`src/rtl/text_console_writer.sv`:
```
// Terminal write engine: UART bytes -> character-buffer cell writes with cursor and CR/LF/BS/FF handling.
// Optional blinking cursor phase output enabled by defining TEXT_CON_CURSOR_EN.
module text_console_writer #(
    parameter int                NCOL      = 80,
    parameter int                NROW      = 30,
    parameter int                CHAR_W    = 7,
    parameter logic [CHAR_W-1:0] FILL_CHAR = 7'h20,
`ifdef TEXT_CON_CURSOR_EN
    parameter int                BLINK_DIV = 12500000,
`endif
    localparam int               COL_W     = $clog2(NCOL),
    localparam int               ROW_W     = $clog2(NROW)
) (
    input  logic              clk,
    input  logic              rst,
    input  logic              rx_valid,
    input  logic [7:0]        rx_data,
    output logic              wr_en,
    output logic [COL_W-1:0]  col_w,
    output logic [ROW_W-1:0]  row_w,
    output logic [CHAR_W-1:0] din,
    output logic              busy,
    output logic [COL_W-1:0]  cur_col,
    output logic [ROW_W-1:0]  cur_row,
`ifdef TEXT_CON_CURSOR_EN
    output logic              cursor_on,
`endif
    output logic              rx_overrun
);

    localparam logic [0:0] S_CLEAR = 1'b0;
    localparam logic [0:0] S_IDLE  = 1'b1;

    localparam logic [COL_W-1:0] COL_MAX = COL_W'(NCOL - 1);
    localparam logic [ROW_W-1:0] ROW_MAX = ROW_W'(NROW - 1);

    logic [0:0]       state;
    logic [COL_W-1:0] sweep_col;
    logic [ROW_W-1:0] sweep_row;
    logic             sweep_end;

    always_ff @(posedge clk) begin
        if (rst) begin
            state      <= S_CLEAR;
            sweep_col  <= '0;
            sweep_row  <= '0;
            sweep_end  <= 1'b0;
            wr_en      <= 1'b0;
            col_w      <= '0;
            row_w      <= '0;
            din        <= FILL_CHAR;
            busy       <= 1'b1;
            cur_col    <= '0;
            cur_row    <= '0;
            rx_overrun <= 1'b0;
        end else begin
            wr_en <= 1'b0;
            if (state == S_CLEAR) begin
                if (rx_valid)
                    rx_overrun <= 1'b1;
                // sweep_end marks the cycle after the final cell write
                if (sweep_end) begin
                    sweep_end <= 1'b0;
                    busy      <= 1'b0;
                    state     <= S_IDLE;
                    cur_col   <= '0;
                    cur_row   <= '0;
                end else begin
                    wr_en <= 1'b1;
                    col_w <= sweep_col;
                    row_w <= sweep_row;
                    din   <= FILL_CHAR;
                    if (sweep_col == COL_MAX) begin
                        sweep_col <= '0;
                        if (sweep_row == ROW_MAX) begin
                            sweep_row <= '0;
                            sweep_end <= 1'b1;
                        end else begin
                            sweep_row <= sweep_row + ROW_W'(1);
                        end
                    end else begin
                        sweep_col <= sweep_col + COL_W'(1);
                    end
                end
            end else if (rx_valid && !rx_data[7]) begin
                if (rx_data >= 8'h20 && rx_data != 8'h7F) begin
                    wr_en <= 1'b1;
                    col_w <= cur_col;
                    row_w <= cur_row;
                    din   <= rx_data[CHAR_W-1:0];
                    if (cur_col == COL_MAX) begin
                        cur_col <= '0;
                        cur_row <= (cur_row == ROW_MAX) ? '0 : cur_row + ROW_W'(1);
                    end else begin
                        cur_col <= cur_col + COL_W'(1);
                    end
                end else if (rx_data == 8'h0D) begin
                    cur_col <= '0;
                end else if (rx_data == 8'h0A) begin
                    cur_row <= (cur_row == ROW_MAX) ? '0 : cur_row + ROW_W'(1);
                end else if (rx_data == 8'h08) begin
                    if (cur_col != '0) begin
                        cur_col <= cur_col - COL_W'(1);
                        wr_en   <= 1'b1;
                        col_w   <= cur_col - COL_W'(1);
                        row_w   <= cur_row;
                        din     <= FILL_CHAR;
                    end
                end else if (rx_data == 8'h0C) begin
                    state     <= S_CLEAR;
                    busy      <= 1'b1;
                    sweep_col <= '0;
                    sweep_row <= '0;
                    sweep_end <= 1'b0;
                end
            end
        end
    end

`ifdef TEXT_CON_CURSOR_EN
    localparam int BL_W = $clog2(BLINK_DIV + 1);

    logic [BL_W-1:0] blink_cnt;

    always_ff @(posedge clk) begin
        if (rst || busy) begin
            blink_cnt <= '0;
            cursor_on <= 1'b0;
        end else if (blink_cnt == BL_W'(BLINK_DIV - 1)) begin
            blink_cnt <= '0;
            cursor_on <= ~cursor_on;
        end else begin
            blink_cnt <= blink_cnt + BL_W'(1);
        end
    end
`endif

endmodule

```
`config.mk`:
```
export PLATFORM = sky130hd
export DESIGN_NAME = text_console_writer
export DESIGN_NICKNAME = d
export VERILOG_FILES = /design/src/rtl/text_console_writer.sv
export SDC_FILE = /design/constraint.sdc
export NUM_CORES = 1
export LEC_CHECK = 0
export CORE_UTILIZATION = 40
export CTS_CLUSTER_SIZE = 10
export DETAILED_ROUTE_END_ITERATION = 7
export PLACE_DENSITY = 0.73
export RECOVER_POWER = 100
export SLEW_MARGIN = 25
export SYNTH_ARGS = -nofsm -noshare
export SYNTH_HDL_FRONTEND = slang
export SYNTH_SLANG_ARGS = --single-unit
```
`constraint.sdc`:
```
create_clock -name clk -period 2.3 [get_ports clk]
set_clock_uncertainty 0.05 [all_clocks]
set_input_delay 0.46 -clock clk [delete_from_list [all_inputs] [get_ports clk]]
set_output_delay 0.46 -clock clk [all_outputs]
set_load 0.03 [all_outputs]
```
# After elaboration in Yosys (flattened, before gate mapping)
# Cells that the tools add are included.
[totals]
regBits = 48
in_bits = 11
out_inout_bits = 34
elab_cells = 149
[classes]
addsub = 5
order_cmp = 1
eq_ne = 25
mux = 91
n_bitwise = 1
reduce_logical = 14
[ops]
columns = ["op", "n"]
rows = [
  ["7-bit 2-to-1 mux", 31],
  ["5-bit 2-to-1 mux", 26],
  ["1-bit 2-to-1 mux", 34],
  ["8-bit by 4-bit == test with 1-bit output, second input constant", 4],
  ["7-bit by 1-bit adder with 7-bit output, second input constant", 2],
  ["7-bit == test, second input constant", 2],
  ["7-bit AND reduction", 2],
  ["6-bit AND reduction", 2],
  ["5-bit by 1-bit adder with 5-bit output, second input constant", 2],
  ["5-bit == test, second input constant", 2],
  ["2-bit != test, second input constant", 5],
  ["5-bit AND reduction", 2],
  ["3-bit by 1-bit != test with 1-bit output, second input constant", 3],
  ["8-bit by 6-bit greater-or-equal comparator with 1-bit output, second input constant", 1],
  ["4-bit by 1-bit != test with 1-bit output, second input constant", 2],
  ["8-bit by 7-bit != test with 1-bit output, second input constant", 1],
  ["8-bit AND reduction", 1],
  ["7-bit nonzero test", 1],
  ["7-bit by 1-bit subtractor with 7-bit output, second input constant", 1],
  ["3-bit != test, second input constant", 2],
  ["2-bit by 1-bit != test with 1-bit output, second input constant", 2],
  ["4-bit != test, second input constant", 1],
  ["2-bit nonzero test", 2],
  ["3-bit by 2-bit != test with 1-bit output, second input constant", 1],
  ["4 further kinds", 5],
]

# Logic depth before layout (Yosys ltp)
# Gate-level depths: netlist of the first run.
[logic_depth]
depth_word = 8
depth_mapped = 9
depth_no_buf = 7

# Worst setup path before layout of the first run
# OpenSTA, ideal clock, no wires.
[synth_timing]
path_kind = "reg-to-reg"
from = "register cur_col[0]"
to = "register cur_row[4]"
setup_time_ns = 0.071
arrival_ns = 2.014
t_required_ns = 2.179
path_slack_ns = 0.165
path_stages_with_launch = 8
n_path_buf = 0
synth_period_minus_slack_ns = 2.135
path_cell_list = "dfxtp_1 > ha_1 > and3_1 > nand3_1 > o221ai_4 > nand2_4 > or4_1 > a21oi_1"
[synth_via]
elab_chain_len = 3
[synth_rtl]
columns = ["item", "line_no", "source"]
rows = [
  ["start, declared", "23", "output logic [COL_W-1:0] cur_col,"],
  ["start signal, assigned", "95", "cur_col <= cur_col + COL_W'(1);"],
  ["start signal, assigned", "103", "cur_col <= cur_col - COL_W'(1);"],
  ["7-bit == test", "91", "if (cur_col == COL_MAX) begin"],
  ["3-bit by 2-bit != test with 1-bit output (no line)", "--", ""],
  ["5-bit AND reduction (no line)", "--", ""],
  ["end signal, assigned", "93", "cur_row <= (cur_row == ROW_MAX) ? '0 : cur_row + ROW_W'(1);"],
  ["end signal, assigned", "100", "cur_row <= (cur_row == ROW_MAX) ? '0 : cur_row + ROW_W'(1);"],
  ["end, declared", "24", "output logic [ROW_W-1:0] cur_row,"],
]
# Every way passes these cells.
# A chain may end at the register's enable or synchronous reset.

# Worst setup path in the final report of the first run
[layout_timing]
from = "input port rx_data[5]"
to = "register cur_row[4]"
[layout_via]
elab_chain_len = 5
word_cells_on_any_way = 12
cone_classes = "order compare: 1; eq/ne: 6; mux: 3; reduce/logical: 2"
[layout_rtl]
columns = ["item", "line_no", "source"]
rows = [
  ["start, declared", "17", "input logic [7:0] rx_data,"],
  ["8-bit by 6-bit greater-or-equal comparator with 1-bit output or 8-bit by 7-bit != test with 1-bit output (tied branches)", "86", "if (rx_data >= 8'h20 && rx_data != 8'h7F) begin"],
  ["1-bit logical AND", "86", ""],
  ["5-bit 2-to-1 mux", "86", ""],
  ["5-bit 2-to-1 mux", "85", "end else if (rx_valid && !rx_data[7]) begin"],
  ["5-bit 2-to-1 mux", "58", "if (state == S_CLEAR) begin"],
]
# Several ways; a longest one is shown, not always the timed one. The select of a mux whose other input is x is not followed.

==> results of run 1 <==
## cell usage after synthesis (2+ instances only)
cell	count	area (µm²)
dfxtp_1	48	960.9
nor2_1	43	161.4
nand2_1	37	138.9
a21oi_1	24	120.1
nand3_1	23	115.1
o21ai_0	14	70.07
nand4_1	10	62.56
inv_1	9	33.78
and3_1	8	50.05
clkbuf_1	8	30.03
ha_1	8	100.1
mux2i_1	8	80.08
xnor2_1	7	61.31
a211oi_1	6	45.04
xor2_1	6	52.55
a211o_1	5	43.79
buf_2	5	25.02
nor3_1	5	25.02
o31ai_1	5	37.54
a31oi_1	3	18.77
nand2b_1	3	18.77
o211ai_1	3	22.52
a21o_1	2	15.01
a22oi_1	2	15.01
and2_1	2	12.51
buf_4	2	15.01
nor2b_1	2	12.51
nor3b_1	2	15.01
o2111ai_1	2	17.52
o21a_1	2	15.01
o21ai_2	2	17.52
o32ai_1	2	17.52
o41ai_1	2	17.52
or3_1	2	12.51
or4_1	2	15.01
## power groups by stage
stage | registers [µW] | logic (µW) | clock network [µW]
after floorplan | 874 | 48.3 | 0
after global routing | 849 | 133 | 607
after global placement | 867 | 119 | 0
after detailed placement | 867 | 122 | 0
final | 848 | 123 | 545
after CTS | 848 | 123 | 560
## per-layer routing
| layer | global-route usage (%) | vias up | part of all wire, % |
|---|---|---|---|
| met5 | 0 | - | 0 |
| met1 | 29.24 | 1300 | 49 |
| met3 | 4.274 | 8 | 5.8 |
| li1 | - | 1341 | - |
| met4 | 6.113 | 0 | 1.2 |
| met2 | 32.34 | 84 | 44 |
## registers in the layout (all words and copies together) (netlist names)
signal / count
state: 1
busy: 1
sweep_row: 5
din: 7
sweep_col: 7
col_w: 7
cur_col: 7
row_w: 5
sweep_end: 1
wr_en: 1
rx_overrun: 1
cur_row: 5
## kinds of logic after synthesis
kind of cell / after synthesis
multiplexers: 8
buffers and inverters: 26
adder cells (fa/ha/maj): 8
AO/OA/AOI/OAI: 82
AND/OR/NAND/NOR: 146
flip-flops: 48
XOR/XNOR: 13
## worst max-delay path by stage
stage | start | end | slack, ns | cells past startpoint
after floorplan | cur_col[0] | cur_row[4] | 0.17 | 7
after global placement | rx_data[5] | sweep_col[5] | -0.18 | 8
after detailed placement | rx_data[7] | row_w[3] | -0.27 | 8
after CTS | rx_data[3] | col_w[1] | 0.04 | 8
after global routing | rx_data[5] | cur_row[4] | 0.005 | 8
final | rx_data[5] | cur_row[4] | 0.09 | 8
## area by class of cell
type / instances / area, µm²
tap: 77 / 96.34
multi-input combinational: 257 / 1560
sequential: 48 / 962.2
timing repair buffer: 82 / 739.5
clock inverter: 2 / 13.76
fill: 594 / 2861
inverter: 9 / 33.78
clock buffer: 6 / 82.58
## stage by stage
| stage | hold WS [ns] | setup TNS [ns] |
|---|---|---|
| 2_1_floorplan | 0.4048 | 0 |
| 3_5_place_dp | 0.3971 | -8.399 |
| 5_1_grt | 0.4220 | 0 |
| 6_report | 0.4050 | 0 |
| 3_3_place_gp | 0.3927 | -4.903 |
| 4_1_cts | 0.4136 | 0 |
## cell usage in the layout (no fill, tap or decap), types with 6 or more instances in the layout
cell type,synthesis,final
a211oi_1,6,6
a21oi_1,24,25
and3_1,8,8
buf_4,2,30
clkbuf_8,0,6
clkdlybuf4s50_1,0,9
dfxtp_1,48,47
dlygate4sd3_1,0,34
ha_1,8,8
inv_1,9,9
mux2i_1,8,8
nand2_1,37,37
nand3_1,23,23
nand4_1,10,10
nor2_1,43,43
o21ai_0,14,13
xnor2_1,7,7
xor2_1,6,6
## critical path: cells and delay by family
kind | cells | cell delay (ns)
buf+inv | 2 | 0.66
simple gates | 4 | 0.87
compound gates | 2 | 0.42
==> results.json, run 1 <==
{
  "intPower_uw": 1142,
  "final_cell_area_um2": 3488,
  "grt_pass1_wl_um": 11740,
  "area_growth_pct": 32.57,
  "worstReg2RegStart": "cur_col[0]",
  "synth_warnings": 0,
  "maxCapViolations": 0,
  "outcome": "finished, final reports clean",
  "cp-start-kind": "input pin",
  "core.rowCount": 29,
  "placed_area_um2": 3393,
  "ys.flop_type": "dfxtp_1",
  "slew_headroom_pct": 69.40,
  "fin_util_pct": 54.94,
  "dp.cells": 473,
  "hpwl_um": 5359,
  "final_cells": 481,
  "synth_fa_ha_area_share_pct": 3.804,
  "antenna_found_initial": 0,
  "synthCells": 331,
  "worstRegToRegCells": 7,
  "gp_congestion": 0.8825,
  "first_pass_iters": 4,
  "fmax_ghz": 0.4515,
  "vdd_drop_max_uv": 290.0,
  "cts_setup_buffers": 0,
  "diodes": 0,
  "slowest_stage": "clkdlybuf4s50_1",
  "fin_nets": 422,
  "drcViolationCount": 0,
  "cp_cell_sequence": "clkdlybuf4s50_1, nor3_1, buf_4, nand4_1, o221ai_4, nand2_4, or4_1, a21oi_1",
  "r2r_setup_slack_ns": 0.18,
  "rsz0062_at_grt": "false",
  "p_sw_uw": 373.5,
  "wl_um": 7071,
  "antenna_left": 0,
  "synthSimpleGateAreaFrac_pct": 26.53,
  "setup_viol": 0,
  "synth-xor-area-share_pct": 4.327,
  "die_y_um": 83.11,
  "ys_seq_elements": 48,
  "postCtsHoldBufs": 0,
  "async_reset_ff_share_pct": 0,
  "seq_area_frac_synth_pct": 36.52,
  "cp_data_required_time_ns": 2.49,
  "seqPwrFrac_pct": 55.9,
  "fin_crit_sh_pct": 96.29,
  "vias": 2733,
  "drv_slew": 0,
  "track_usage_pct": 20.87,
  "power_uw": 1515,
  "cts_num_sinks": 48,
  "grt_max_degree": 17,
  "cts_buffer_depth": 2,
  "min_to": "col_w[6]",
  "insertion_delay_ns": 0.31,
  "tritoncts": "done",
  "pwr-share-comb_pct": 8.1,
  "p_leak_uw": 0.001381,
  "dp_slack_ns": -0.2669,
  "grt_pass1_vias": 2399,
  "holdPathStages": 2,
  "routedWlPerCell_um": 14.70,
  "arrival_ns": 2.40,
  "worstSetupPathType": "in2reg",
  "clk_pin_slew_ns": 0.09,
  "core-area_um2": 6350,
  "cts_htree_levels": 2,
  "syn_area_um2": 2631,
  "synth_compound_area_share_pct": 21.26,
  "layout_setup_ws_ns": 0.08522,
  "hp-start": "col_w[6]",
  "drt-vias-per-instance": 5.682,
  "rr_endpoint": "cur_row[4]",
  "layout-drive-gt1-share_pct": 12.87,
  "synth-edff-count": 0,
  "io_buffers": 44,
  "p_sw_share_pct": 24.65,
  "synth_top_family_by_area": "simple AND/OR/NAND/NOR gates",
  "drt_iter0_markers": 238,
  "cts_buffers": 5,
  "critical-path-max-stage-delay_ns": 0.50,
  "synth_cell_types": 52,
  "pwr_density_cell_nw_per_um2": 434.3,
  "die_area_um2": 6906,
  "syn_nets": 350,
  "synthMuxAreaShare_pct": 3.043,
  "postCtsResizedCells": 0,
  "synth_area_per_cell_um2": 7.949,
  "hold_viol": 0,
  "pin_count": 45,
  "tightest_slew_ns": 0.4590,
  "overflow": 0,
  "pwr-share-clk_pct": 36.0,
  "hp-class": "reg2reg",
  "clock-root-buffer": "clkbuf_8",
  "dieWidth_um": 83.11,
  "critPathCaptureType": "flip-flop",
  "initial_utilization_pct": 41.44,
  "finalCriticalPeriod_ns": 2.215,
  "critical_path.max_fanout": 5
}
Power figures use the tool's default switching activity.
==> run 2: changes to the inputs <==
PLACE_DENSITY = default   (was 0.73)
==> run 2 against run 1 <==
  * Via count down 3.7%
  * Global-route usage up 0.19 points
  * Combinational power about the same
  * Sequential power about the same
  * Count of clock-buffer cells in the layout unchanged
  * Die area unchanged
  * Sequential share of layout area down 0.095 points
  * Largest power group unchanged
  * Routed wire length up 1.6%
  * Fmax up 0.84%
  * Cell area up 0.22%
  * Power up 0.95%
==> results.json, run 2 (synthesis gave the netlist of run 1 again) <==
{
  "hpwl_um": 5444,
  "p_leak_uw": 0.001371,
  "pwr_density_cell_nw_per_um2": 437.5,
  "insertion_delay_ns": 0.31,
  "maxCapViolations": 0,
  "dieWidth_um": 83.11,
  "slew_headroom_pct": 69.13,
  "io_buffers": 44,
  "drv_slew": 0,
  "placed_area_um2": 3381,
  "cts_buffer_depth": 2,
  "fin_crit_sh_pct": 95.49,
  "mostFrequentLayoutCells": "dfxtp_1 (48), nor2_1 (43), nand2_1 (37), buf_4 (34), dlygate4sd3_1 (31)",
  "final_cell_area_um2": 3496,
  "hold_viol": 0,
  "core-area_um2": 6350,
  "wl_um": 7185,
  "area_growth_pct": 32.86,
  "critPathCaptureType": "flip-flop",
  "rsz0062_at_grt": "false",
  "routedWlPerCell_um": 14.94,
  "antenna_found_initial": 0,
  "cts_buffers": 5,
  "hp-start": "col_w[4]",
  "tightest_slew_ns": 0.4624,
  "track_usage_pct": 21.07,
  "fmax_ghz": 0.4553,
  "p_sw_share_pct": 25.15,
  "die_y_um": 83.11,
  "postCtsHoldBufs": 0,
  "layout_commonest_cell": "dfxtp_1",
  "startpoint": "rx_data[6]",
  "fin_nets": 422,
  "power_uw": 1530,
  "initial_utilization_pct": 41.44,
  "vdd_drop_max_uv": 293.1,
  "worstReg2RegStart": "cur_col[0]",
  "critical_path.max_fanout": 8,
  "vias": 2633,
  "p_sw_uw": 384.6,
  "pwr-share-comb_pct": 8.2,
  "drcViolationCount": 0,
  "setup_viol": 0,
  "postCtsResizedCells": 0,
  "tritoncts": "done",
  "fill_cells": 602,
  "intPower_uw": 1145,
  "die_area_um2": 6906,
  "overflow": 0,
  "cts_htree_levels": 2,
  "cp-start-kind": "input pin",
  "hp-class": "reg2reg",
  "drt-vias-per-instance": 5.474,
  "antenna_left": 0,
  "hold-worst-slack_ns": 0.4022,
  "holdPathStages": 2,
  "worstRegToRegCells": 7,
  "worstSetupPathType": "in2reg",
  "finalCriticalPeriod_ns": 2.196,
  "grt_pass1_vias": 2391,
  "pin_count": 45,
  "grt_max_degree": 20,
  "diodes": 0,
  "dp_slack_ns": -0.3085,
  "core.rowCount": 29,
  "arrival_ns": 2.38,
  "clock-root-buffer": "clkbuf_8",
  "layout_setup_ws_ns": 0.1036,
  "grt_pass1_wl_um": 11870,
  "layout-drive-gt1-share_pct": 13.86,
  "drt_iter0_markers": 178,
  "cts_num_sinks": 48,
  "seqPwrFrac_pct": 55.4,
  "first_pass_iters": 5,
  "cts_setup_buffers": 0,
  "outcome": "finished, final reports clean",
  "clk_pin_slew_ns": 0.09,
  "gp_congestion": 0.8745,
  "pwr-share-clk_pct": 36.4,
  "cp_data_required_time_ns": 2.49
}
[run 2: final cells by class]
cell class | instances | area [µm²] | area share, %
Sequential cell | 48 | 960.9 | 27.49
Multi-Input combinational cell | 257 | 1573 | 44.99
Tap cell | 77 | 96.34 | 2.756
Clock inverter | 2 | 13.76 | 0.3937
Inverter | 9 | 33.78 | 0.9664
Clock buffer | 6 | 82.58 | 2.362
Timing Repair Buffer | 82 | 735.7 | 21.05
[run 2: layer usage]
metal | up-vias | track usage [%] | wire (µm) | part of all wire (%)
li1 | 1341 | - | - | -
met1 | 1223 | 30.37 | 3583 | 50
met2 | 65 | 33.16 | 3342 | 47
met3 | 4 | 3.380 | 251 | 3.5
met4 | 0 | 4.389 | 7 | 0.097
met5 | - | 0 | 0 | 0
[run 2: worst paths after layout]
kind,slack (ns),endpoint
setup / recovery,0.10,col_w[2]
hold / removal,0.40,col_w[4]
setup reg to reg,0.13,cur_row[4]
hold reg to reg,0.40,col_w[4]
[run 2: power by group through the flow]
| stage | Combinational, µW | Sequential [µW] | Clock, µW |
|---|---|---|---|
| finish | 125 | 848 | 557 |
| global placement | 124 | 867 | 0 |
| CTS | 125 | 848 | 567 |
| floorplan | 48.3 | 874 | 0 |
| global route | 135 | 849 | 605 |
| detailed placement | 125 | 867 | 0 |
[run 2: critical path, cell delays in order]
cell,delay (ns)
clkdlybuf4s50_1,0.57
and4b_1,0.27
a21o_1,0.19
buf_4,0.18
nand2_1,0.07
xor2_1,0.18
a211o_1,0.31
a21oi_1,0.13
[run 2: through the flow]
stage / std cells / setup TNS [ns] / util [%]
2_1_floorplan: 331 / 0 / -
3_3_place_gp: 473 / -6.725 / 53.24
5_1_grt: 481 / 0 / 55.05
4_1_cts: 481 / 0 / 54.76
6_report: 481 / 0 / 55.05
3_5_place_dp: 473 / -7.932 / 53.24
